### config.mk
export PLATFORM = sky130hd
export DESIGN_NAME = reservation_station
export DESIGN_NICKNAME = d
export VERILOG_FILES = /design/src/rtl/reservation_station.sv
export SDC_FILE = /design/constraint.sdc
export NUM_CORES = 1
export LEC_CHECK = 0
export ABC_AREA = 1
export CORE_MARGIN = 3
export CORE_UTILIZATION = 43
export DETAILED_ROUTE_END_ITERATION = 8
export SYNTH_ARGS = -nofsm -noshare
export SYNTH_HDL_FRONTEND = slang
export SYNTH_SLANG_ARGS = --single-unit
### constraint.sdc
create_clock -name clk -period 13.95 [get_ports clk]
set_clock_uncertainty 0.2 [all_clocks]
set_input_delay 2.79 -clock clk [delete_from_list [all_inputs] [get_ports clk]]
set_output_delay 2.79 -clock clk [all_outputs]
set_load 0.01 [all_outputs]
### src/rtl/reservation_station.sv
// Reservation station with CDB wakeup, dispatch bypass and oldest-ready issue select.
// Ages saturate at RS_SIZE-1, so ties among saturated entries fall back to the lower index.

`ifndef ROB_TAG_LEN
`define ROB_TAG_LEN 6
`endif

module reservation_station #(
    parameter int RS_SIZE = 4,
    parameter int DATA_W  = 32
) (
    input  logic                       clk,
    input  logic                       reset,
    input  logic                       squash,
    input  logic                       dispatch_valid,
    input  logic [`ROB_TAG_LEN-1:0]    dispatch_rob_tag,
    input  logic                       src1_valid,
    input  logic                       src2_valid,
    input  logic [`ROB_TAG_LEN-1:0]    src1_tag,
    input  logic [`ROB_TAG_LEN-1:0]    src2_tag,
    input  logic [DATA_W-1:0]          src1_value,
    input  logic [DATA_W-1:0]          src2_value,
    input  logic                       cdb_valid,
    input  logic [`ROB_TAG_LEN-1:0]    cdb_tag,
    input  logic [DATA_W-1:0]          cdb_value,
    input  logic                       issue_en,
    output logic                       insn_ready,
    output logic [`ROB_TAG_LEN-1:0]    rob_tag_out,
    output logic [DATA_W-1:0]          op1_out,
    output logic [DATA_W-1:0]          op2_out,
    output logic                       full,
    output logic [$clog2(RS_SIZE):0]   free_count
);

    localparam int IDX_W = $clog2(RS_SIZE);
    localparam int CNT_W = IDX_W + 1;
    localparam int TAG_W = `ROB_TAG_LEN;
    localparam logic [IDX_W-1:0] AGE_MAX = IDX_W'(RS_SIZE - 1);

    logic [RS_SIZE-1:0] valid_q, valid_d;
    logic [RS_SIZE-1:0] rdy1_q, rdy1_d, rdy2_q, rdy2_d;
    logic [TAG_W-1:0]   rob_tag_q [RS_SIZE];
    logic [TAG_W-1:0]   rob_tag_d [RS_SIZE];
    logic [TAG_W-1:0]   tag1_q [RS_SIZE];
    logic [TAG_W-1:0]   tag1_d [RS_SIZE];
    logic [TAG_W-1:0]   tag2_q [RS_SIZE];
    logic [TAG_W-1:0]   tag2_d [RS_SIZE];
    logic [DATA_W-1:0]  val1_q [RS_SIZE];
    logic [DATA_W-1:0]  val1_d [RS_SIZE];
    logic [DATA_W-1:0]  val2_q [RS_SIZE];
    logic [DATA_W-1:0]  val2_d [RS_SIZE];
    logic [IDX_W-1:0]   age_q [RS_SIZE];
    logic [IDX_W-1:0]   age_d [RS_SIZE];

    logic               sel_found;
    logic [IDX_W-1:0]   sel_idx;
    logic [IDX_W-1:0]   sel_age;
    logic               free_found;
    logic [IDX_W-1:0]   free_idx;
    logic [CNT_W-1:0]   free_cnt;
    logic               accept;
    logic               issue;

    // Select and free-slot search look only at registered state.
    always_comb begin
        sel_found  = 1'b0;
        sel_idx    = '0;
        sel_age    = '0;
        free_found = 1'b0;
        free_idx   = '0;
        free_cnt   = '0;
        for (int unsigned i = 0; i < RS_SIZE; i++) begin
            if (valid_q[i] && rdy1_q[i] && rdy2_q[i] &&
                (!sel_found || age_q[i] > sel_age)) begin
                sel_found = 1'b1;
                sel_idx   = IDX_W'(i);
                sel_age   = age_q[i];
            end
            if (!valid_q[i]) begin
                free_cnt = free_cnt + CNT_W'(1);
                if (!free_found) begin
                    free_found = 1'b1;
                    free_idx   = IDX_W'(i);
                end
            end
        end
    end

    always_comb begin
        insn_ready  = sel_found;
        rob_tag_out = '0;
        op1_out     = '0;
        op2_out     = '0;
        if (sel_found) begin
            rob_tag_out = rob_tag_q[sel_idx];
            op1_out     = val1_q[sel_idx];
            op2_out     = val2_q[sel_idx];
        end
        full       = !free_found;
        free_count = free_cnt;
    end

    always_comb begin
        valid_d   = valid_q;
        rdy1_d    = rdy1_q;
        rdy2_d    = rdy2_q;
        rob_tag_d = rob_tag_q;
        tag1_d    = tag1_q;
        tag2_d    = tag2_q;
        val1_d    = val1_q;
        val2_d    = val2_q;
        age_d     = age_q;
        accept    = dispatch_valid && free_found && !squash;
        issue     = issue_en && sel_found && !squash;

        if (squash) begin
            valid_d = '0;
        end else begin
            if (issue) begin
                valid_d[sel_idx] = 1'b0;
            end
            for (int unsigned i = 0; i < RS_SIZE; i++) begin
                if (valid_q[i] && cdb_valid) begin
                    if (!rdy1_q[i] && tag1_q[i] == cdb_tag) begin
                        rdy1_d[i] = 1'b1;
                        val1_d[i] = cdb_value;
                    end
                    if (!rdy2_q[i] && tag2_q[i] == cdb_tag) begin
                        rdy2_d[i] = 1'b1;
                        val2_d[i] = cdb_value;
                    end
                end
                if (accept && valid_q[i] && age_q[i] != AGE_MAX) begin
                    age_d[i] = age_q[i] + IDX_W'(1);
                end
            end
            // The allocated slot is invalid in the current state, so it never collides with wakeup or issue.
            if (accept) begin
                valid_d[free_idx]   = 1'b1;
                rob_tag_d[free_idx] = dispatch_rob_tag;
                age_d[free_idx]     = '0;
                tag1_d[free_idx]    = src1_tag;
                tag2_d[free_idx]    = src2_tag;
                rdy1_d[free_idx]    = src1_valid || (cdb_valid && cdb_tag == src1_tag);
                rdy2_d[free_idx]    = src2_valid || (cdb_valid && cdb_tag == src2_tag);
                val1_d[free_idx]    = src1_valid ? src1_value : cdb_value;
                val2_d[free_idx]    = src2_valid ? src2_value : cdb_value;
            end
        end
    end

    always_ff @(posedge clk) begin
        if (reset) begin
            valid_q <= '0;
            rdy1_q  <= '0;
            rdy2_q  <= '0;
            for (int unsigned i = 0; i < RS_SIZE; i++) begin
                rob_tag_q[i] <= '0;
                tag1_q[i]    <= '0;
                tag2_q[i]    <= '0;
                val1_q[i]    <= '0;
                val2_q[i]    <= '0;
                age_q[i]     <= '0;
            end
        end else begin
            valid_q   <= valid_d;
            rdy1_q    <= rdy1_d;
            rdy2_q    <= rdy2_d;
            rob_tag_q <= rob_tag_d;
            tag1_q    <= tag1_d;
            tag2_q    <= tag2_d;
            val1_q    <= val1_d;
            val2_q    <= val2_d;
            age_q     <= age_d;
        end
    end

endmodule

Word level (Yosys, flattened, before mapping)
Cells that the tools add are included.
W data, S select, Z words.
{"block": "word_totals", "regBits": 348, "input_bits": 128, "wordCells": 245, "output_inout_bits": 75}
{"block": "classes", "add_sub_neg": 7, "n_mux": 119, "n_reduce_logical": 60, "n_eq_ne": 14, "bitwise": 8, "order_cmp": 10}
{"cell": "$mux W32", "n": 33}
{"cell": "$bwmux W128", "n": 2}
{"cell": "$mux W128", "n": 2}
{"cell": "$bmux W32 S2", "n": 2}
{"cell": "$bwmux W24", "n": 3}
{"cell": "$demux W32 S2", "n": 1}
{"cell": "$eq A6 B6 Y1", "n": 10}
{"cell": "$logic_and A1 B1 Y1", "n": 40}
{"cell": "$mux W1", "n": 38}
{"cell": "$mux W2", "n": 18}
{"cell": "$mux W6", "n": 4}
{"cell": "$mux W4", "n": 5}
{"cell": "$logic_not A1 Y1", "n": 13}
{"cell": "$bmux W6 S2", "n": 1}
{"cell": "$demux W6 S2", "n": 1}
{"cell": "$add A3 B1 Y3 const B", "n": 3}
{"cell": "$mux W3", "n": 3}
{"cell": "$add A2 B1 Y2 const B", "n": 4}
{"cell": "$and A8 B8 Y8", "n": 1}
{"cell": "$bwmux W4", "n": 2}
{"cell": "$mux W8", "n": 1}
{"cell": "$ne A2 B2 Y1 const B", "n": 4}
{"cell": "$not A8 Y8", "n": 1}
{"cell": "$ge A3 B3 Y1 const B", "n": 2}
{"cell": "14 further kinds", "n": 24}

Depth between registers and ports, before layout
Gate-level depths: netlist (run 1).
{"block": "logic_depth", "ltp_word": 25, "mapped_depth": 34, "depth_no_buf": 31}

Worst setup path after synthesis (run 1)
No wires, ideal clock.
{"block": "synth_path", "path_type": "flip-flop to output port", "from": "register valid_q[0]", "to": "output port op1_out[11]", "required_ps": 10960, "n_path_buf": 3, "path_slack_ps": 6903, "arrival_time_ps": 4057, "path_stages_with_launch": 35, "path_cell_list": "dfxtp_1 -> nand3_1 -> inv_1 -> nand2_1 -> ha_1 -> inv_1 -> nor2_1 -> o21ai_0 -> a21oi_2 -> inv_1 -> buf_2 -> nand2_1 -> o21ai_1 -> ha_1 -> inv_1 -> nor2_1 -> o21ai_0 -> nand2_1 -> nand2_1 -> nand2_1 -> o21ai_1 -> ha_1 -> inv_1 -> nor2_1 -> o21ai_1 -> nand2_2 -> nand2_4 -> nand2_1 -> inv_2 -> buf_6 -> buf_6 -> nand3_1 -> nand2_1 -> nor2_1 -> nor2_1"}
{"block": "synth_via", "elab_chain_cells": 20, "word_cells_on_any_way": 29, "cone_classes": "3 x order compare; 14 x mux; 1 x bitwise; 11 x reduce/logical"}
{"element": "start, declared", "line_no": "40", "rtl": "logic [RS_SIZE-1:0] valid_q, valid_d;"}
{"element": "start signal, assigned", "line_no": "166", "rtl": "valid_q <= valid_d;"}
{"element": "$logic_and A1 B1 Y1 * (2 in a row)", "line_no": "73", "rtl": "if (valid_q[i] && rdy1_q[i] && rdy2_q[i] &&"}
{"element": "$mux W2 / $mux W1 (equally long branches)", "line_no": "73"}
{"element": "$gt A2 B2 Y1 / $logic_not A1 Y1 (equally long branches)", "line_no": "74", "rtl": "(!sel_found || age_q[i] > sel_age)) begin"}
{"element": "$logic_or A1 B1 Y1", "line_no": "74"}
{"element": "$logic_and A1 B1 Y1", "line_no": "73"}
{"element": "$mux W2 / $mux W1 (equally long branches)", "line_no": "73"}
{"element": "$gt A2 B2 Y1 / $logic_not A1 Y1 (equally long branches)", "line_no": "74"}
{"element": "$logic_or A1 B1 Y1", "line_no": "74"}
{"element": "[... 2 more ...]"}
{"element": "$gt A2 B2 Y1 / $logic_not A1 Y1 (equally long branches)", "line_no": "74"}
{"element": "$logic_or A1 B1 Y1", "line_no": "74"}
{"element": "$logic_and A1 B1 Y1", "line_no": "73"}
{"element": "$mux W2", "line_no": "73"}
{"element": "$not A2 Y3 (not written as such)", "line_no": "96", "rtl": "op1_out = val1_q[sel_idx];"}
{"element": "$bmux W32 S2", "line_no": "96"}
{"element": "$mux W32 (not written as such) (2 in a row)", "line_no": "96"}
{"element": "$mux W32 *", "line_no": "94", "rtl": "if (sel_found) begin"}
{"element": "end, declared", "line_no": "29", "rtl": "output logic [DATA_W-1:0] op1_out,"}
Mark *: on every way between the ends. The rest lies on a longest branch, timed or not. The select of a mux whose other input is x is not followed.

Worst setup path after layout (run 1)
{"block": "layout_path", "from": "register valid_q[0]", "to": "output port op1_out[4]"}
The elaborated chain is that of the path after synthesis.

==> results of run 1 <==
cell usage after synthesis, types with 3 or more instances:
library cell and count:
buf_1 5, nand3_1 592, mux2i_1 4, a21oi_1 420, nand2_2 3, nand2_1 1028
buf_4 9, xnor2_1 24, dfxtp_1 348, inv_1 242, xor2_1 20, nor3_1 3
a211oi_1 4, o21ai_0 217, inv_2 10, buf_2 118, nor2_2 12, ha_1 14
nand4_1 227, buf_6 10, or2_2 66, clkbuf_1 235, o21ai_1 60, nor2_1 271
cell families after synthesis:
logic type	Yosys count	synth area share, %
simple gates	2207	41.6
compound gates	713	15.3
buf+inv	629	11.1
flops	348	29.5
xor+xnor	44	1.63
fa+ha+maj	14	0.741
mux	4	0.169
stage by stage:
stage / setup slack, ps / instances / hold WS [ps]
2_1_floorplan: 6900 / 3959 / 244
3_3_place_gp: 3390 / 4543 / 256
3_5_place_dp: 3150 / 4543 / 258
4_1_cts: 2500 / 4619 / 268
5_1_grt: 1890 / 4619 / 291
6_report: 2380 / 4619 / 271
final timing paths:
check	from	end	slack (ps)	cells after the start
worst max-delay path	valid_q[0]$_SDFF_PP0_	op1_out[4]	2380	32
worst min-delay path	tag1_q[7]$_SDFFE_PP0P_	tag1_q[7]$_SDFFE_PP0P_	270	2
worst max register to register	valid_q[0]$_SDFF_PP0_	valid_q[0]$_SDFF_PP0_	6850	29
worst min register to register	tag1_q[7]$_SDFFE_PP0P_	tag1_q[7]$_SDFFE_PP0P_	270	2
power by group through the flow:
stage,Clock (mW),Combinational (mW),Sequential [mW]
final,1.19,0.321,1.02
after global routing,1.24,0.348,1.02
after CTS,1.20,0.313,1.02
after detailed placement,0,0.312,1.04
after global placement,0,0.313,1.04
after floorplan,0,0.191,1.04
sequential cells by signal, summed over array words and instances (netlist names):
signal,count
valid_q,4
rdy2_q,4
rdy1_q,4
tag1_q,24
tag2_q,24
age_q,8
val2_q,128
rob_tag_q,24
val1_q,128
area by class of cell:
type                    count  area share [%]
clock buffers              66            5.04
repair buffers            265            9.36
multi-input cells        2982            52.4
inverters                 252            3.55
clock inverters            10           0.475
well taps                 696            3.24
flip-flops and latches    348            25.9
worst reg2reg max path, delay by kind of cell, from the launching register on:
kind	cells	cell delay [ps]
buffers and inverters	6	1430
adder cells (fa/ha/maj)	3	830
flip-flops	1	430
AO/OA/AOI/OAI	7	1050
AND/OR/NAND/NOR	13	3030
layer usage:
metal	up-vias	GRT usage (%)	wire length (um)
li1	13016	-	-
met1	12488	44.3	41100
met2	1339	50.5	42600
met3	202	4.62	8740
met4	0	13.5	3850
met5	-	0	0
==> results.ini, run 1 <==
[routing]
firstDrtPassIters = 7
drc = 0
viasPerCell = 5.86
wl_mm = 96.3
vias = 27045
postRouteAntennaNets = 0
drt-initial-drc-count = 3389
wire_per_inst_um = 20.8

[power_and_ir_drop]
power_density_mw_per_mm2 = 94.3
power_frac_seq_pct = 40.3
ir_drop_mv = 0.0682
combPwrFrac_pct = 12.7
switching_share_pct = 27.7
leakage_nw = 11.1
p_clk_share_pct = 47.0
p_switching_mw = 0.703
p_int_mw = 1.83
p_total_mw = 2.54

[global_route]
grt_overflow = 0
grt_pass1_wl_mm = 147
antenna_found_initial = 3
track_usage_pct = 32.2
grt_pass1_vias = 24605
grt_max_degree = 196

[clock_tree]
path_clk_slew_ps = 60
clockBufferDepth = 3
cts_tree = done
numCtsBuffers = 44
cts_resized = 0
htreeDepth = 2
clk_latency_ps = 570
ctsHoldBuffers = 0
cts_setup_buffers = 0
cts_num_sinks = 348
cts-root-buf = clkbuf_16

[final_layout]
fin_util_pct = 49.7
seqCellArea_sq_mm = 0.00697
final_cell_mix = 1027 x nand2_1, 592 x nand3_1, 420 x a21oi_1
layout_commonest_cell = nand2_1
layout-drive-gt1-share_pct = 6.27
final_area_sq_mm = 0.0269
syn2layout_area_growth_pct = 13.8
final_nets = 4035
antenna_cells = 0
multi_input_area_sq_mm = 0.0141
nFillCells = 5704

[logic_synthesis]
synth_top_area_share_pct = 29.5
synthArstFlopShare_pct = 0
synthCells = 3959
synth_fp_nets = 4101
yosysWarnings = 0
synth_cell_types = 38
ys_seq_area_share_pct = 29.5
mappedNetlistArea_sq_mm = 0.0236
yosys.area.top_type = dfxtp_1
ys.flop_type = dfxtp_1
syn_area_per_cell_sq_um = 5.97
ys_seq_elements = 348
synth_edf_count = 0
yosys-top-cells-area = dfxtp_1 29%, nand2_1 16%, nand3_1 13%

[place]
place_hpwl_mm = 54.1
portBuffers = 202
placed_cell_area_sq_mm = 0.0254
gp_congestion = 0.851

[setup_path]
critical_path.max_fanout = 99
arrival_ps = 8580
critical-path-top-delay-family = simple AND/OR/NAND/NOR gates
path_class = reg2out
cp-start-kind = flop
worstPathRequired_ps = 10960
max_stage_delay_ps = 1100
cp_common_cell = nand2_1
critPathBufInv = 8
crit_slowest_cell = nand2_4
cp-end-kind = primary output

[sta]
fmax_mhz = 86.5
fin_tns_setup_ps = 0
min_period_ps = 11570
slew_headroom_pct = 25.8
finalMaxSlewViolations = 0
finalSetupViolCount = 0
tightest_slew_ps = 1110
hold_viol = 0
rsz0062_at_grt = no
period_share_pct = 82.9

[floorplan]
core_area_sq_mm = 0.0541
die_y_um = 240
dieWidth_um = 240
initial_utilization_pct = 43.6
die_area_sq_mm = 0.0578
ios = 203
rows = 85

[run]
drv_cap = 0

[outcome]
outcome = complete, no violations

[min_path]
hold_path_class = reg2reg

Power figures use the tool's default switching activity.
==> inputs of run 2 (changes only) <==
==> constraint.sdc (replaced) <==
create_clock -name clk -period 11.6 [get_ports clk]
set_clock_uncertainty 0.2 [all_clocks]
set_input_delay 2.32 -clock clk [delete_from_list [all_inputs] [get_ports clk]]
set_output_delay 2.32 -clock clk [all_outputs]
set_load 0.01 [all_outputs]
==> run 2 against run 1 <==
Clock-buffer cell count grew 2. Cell area shrank 0.10%. Routed wire length grew 0.54%. Sequential share of layout area is essentially flat. Core utilization shrank 0.051 points. Hold slack lost 4.3 ps. Non-clock buffer count grew 8. Worst setup slack lost 330 ps. First-iteration DRC count shrank 2.2%. Combinational power grew 20%. Clock power grew 16%.
==> results.ini, run 2 (synthesized netlist as in run 1, its figures left out) <==
[clock_tree]
htreeDepth = 2  ; unchanged
cts_resized = 0  ; unchanged
clockBufferDepth = 3  ; unchanged
cts_num_sinks = 348  ; unchanged
cts_setup_buffers = 0  ; unchanged
ctsHoldBuffers = 0  ; unchanged
numCtsBuffers = 43  ; was 44
cts_tree = done  ; unchanged
path_clk_slew_ps = 60  ; about the same
clk_latency_ps = 580  ; was 570 ps
cts-root-buf = clkbuf_16  ; unchanged

[routing]
wire_per_inst_um = 20.9  ; was 20.8 um
viasPerCell = 5.85  ; was 5.86
drt-initial-drc-count = 3316  ; was 3389
wl_mm = 96.8  ; was 96.3 mm
firstDrtPassIters = 5  ; was 7
postRouteAntennaNets = 0  ; unchanged
vias = 27074  ; was 27045
drc = 0  ; unchanged

[setup_path]
cp-end-kind = primary output  ; unchanged
worstPathRequired_ps = 9080  ; was 10960 ps
critical_path.max_fanout = 71  ; was 99
crit_slowest_cell = buf_4  ; was nand2_4
cp-start-kind = flop  ; unchanged
cp_common_cell = nand2_1  ; unchanged
path_class = reg2out  ; unchanged
rrSetupSlack_ps = 5790  ; was 6850 ps
reg2reg_depth = 28  ; was 29
max_stage_delay_ps = 660  ; was 1100 ps
crit_start = valid_q[0]$_SDFF_PP0_  ; unchanged
arrival_ps = 7030  ; was 8580 ps
rr_startpoint = valid_q[0]$_SDFF_PP0_  ; unchanged
r2r_end = valid_q[2]$_SDFF_PP0_  ; was valid_q[0]$_SDFF_PP0_

[sta]
fin_tns_setup_ps = 0  ; unchanged
hold_viol = 0  ; unchanged
rsz0062_at_grt = no  ; unchanged
min_period_ps = 9550
tightest_slew_ps = 1190  ; was 1110 ps
fmax_mhz = 105
finalMaxSlewViolations = 0  ; unchanged
slew_headroom_pct = 20.5  ; was 25.8%
fin_ws_ps = 2050  ; was 2380 ps
finalSetupViolCount = 0  ; unchanged
period_share_pct = 82.3
worst_hold_slack_ps = 267  ; was 271 ps

[min_path]
whs_path_depth = 2  ; unchanged
min-delay-start = tag1_q[13]$_SDFFE_PP0P_  ; was tag1_q[7]$_SDFFE_PP0P_
hold_end = tag1_q[13]$_SDFFE_PP0P_  ; was tag1_q[7]$_SDFFE_PP0P_
hold_path_class = reg2reg  ; unchanged

[power_and_ir_drop]
leakage_nw = 11.1  ; about the same
ir_drop_mv = 0.0877  ; was 0.0682 mV
power_density_mw_per_mm2 = 111  ; was 94.3 mW/mm^2
p_total_mw = 2.99  ; was 2.54 mW

[floorplan]
die_area_sq_mm = 0.0578  ; unchanged
ios = 203  ; unchanged
rows = 85  ; unchanged
initial_utilization_pct = 43.6  ; unchanged
dieWidth_um = 240  ; unchanged
die_y_um = 240  ; unchanged
core_area_sq_mm = 0.0541  ; unchanged

[final_layout]
reg_top3 = val1_q x128, val2_q x128  ; unchanged
antenna_cells = 0  ; unchanged
final_cell_mix = 1027 x nand2_1, 592 x nand3_1, 420 x a21oi_1  ; unchanged
fin_util_pct = 49.6  ; was 49.7%
layout-drive-gt1-share_pct = 6.36  ; was 6.27%
final_nets = 4042  ; was 4035
layout_commonest_cell = nand2_1  ; unchanged
nFillCells = 5675  ; was 5704
syn2layout_area_growth_pct = 13.7  ; was 13.8%

[place]
place_hpwl_mm = 54.6  ; was 54.1 mm
place_ws_ps = 2770  ; was 3150 ps
portBuffers = 202  ; unchanged
gp_congestion = 0.860  ; was 0.851

[global_route]
grt_pass1_vias = 24208  ; was 24605
track_usage_pct = 32.4  ; was 32.2%
antenna_found_initial = 3  ; unchanged
grt_overflow = 0  ; unchanged
grt_pass1_wl_mm = 147  ; about the same
grt_max_degree = 100  ; was 196

[outcome]
outcome = complete, no violations  ; unchanged

[run]
drv_cap = 0  ; unchanged

==> run 2: changes by cell type in the layout (fill, tap and decap cells not counted) <==
cell,change
clkinvlp_4,-1
buf_4,+9
clkbuf_1,+4
clkbuf_8,-2
buf_12,-1
bufinv_16,-2
clkinv_2,+1
==> run 2: area by class of cell <==
cell class,instances,area (sq um),area share (%)
multi-input cells,2982,14100,52.5
inverters,252,955,3.55
clock buffers,68,1340,5.00
well taps,696,871,3.24
repair buffers,273,2560,9.54
clock inverters,8,65.1,0.242
flip-flops and latches,348,6970,25.9
==> run 2: worst max-delay path: cells and delay by family, from the launching register on <==
family                   cells  cell delay (ps)
adder cells (fa/ha/maj)      3              810
flip-flops                   1              410
AND/OR/NAND/NOR             15             2100
buffers and inverters        8             2130
AO/OA/AOI/OAI                6              960
==> run 2: per-stage QoR <==
stage                     cell area [sq um]  instances
after global placement                25500       4551
after global routing                  26900       4627
final                                 26900       4627
after floorplan                       23600       3959
after CTS                             26900       4627
after detailed placement              25500       4551
==> run 2: worst max-delay path by stage <==
stage	slack [ps]	end
4_1_cts	2140	op1_out[2]
3_3_place_gp	2880	op1_out[6]
3_5_place_dp	2770	op1_out[2]
5_1_grt	1460	op1_out[22]
6_report	2050	op1_out[2]
2_1_floorplan	5020	op1_out[11]
==> run 2: metal layers <==
metal	part of all wire [%]	GRT usage, %
met5	0	0
met4	3.4	12.6
met3	9.8	5.60
met2	45	50.6
met1	42	44.6
==> run 2: where the power goes <==
part           total [mW]  internal (mW)  leakage, nW  switching (mW)
clock                1.38          0.811        0.701           0.565
sequential           1.23           1.22         2.81          0.0152
combinational       0.386          0.123         7.59           0.263
total                2.99           2.15         11.1           0.843
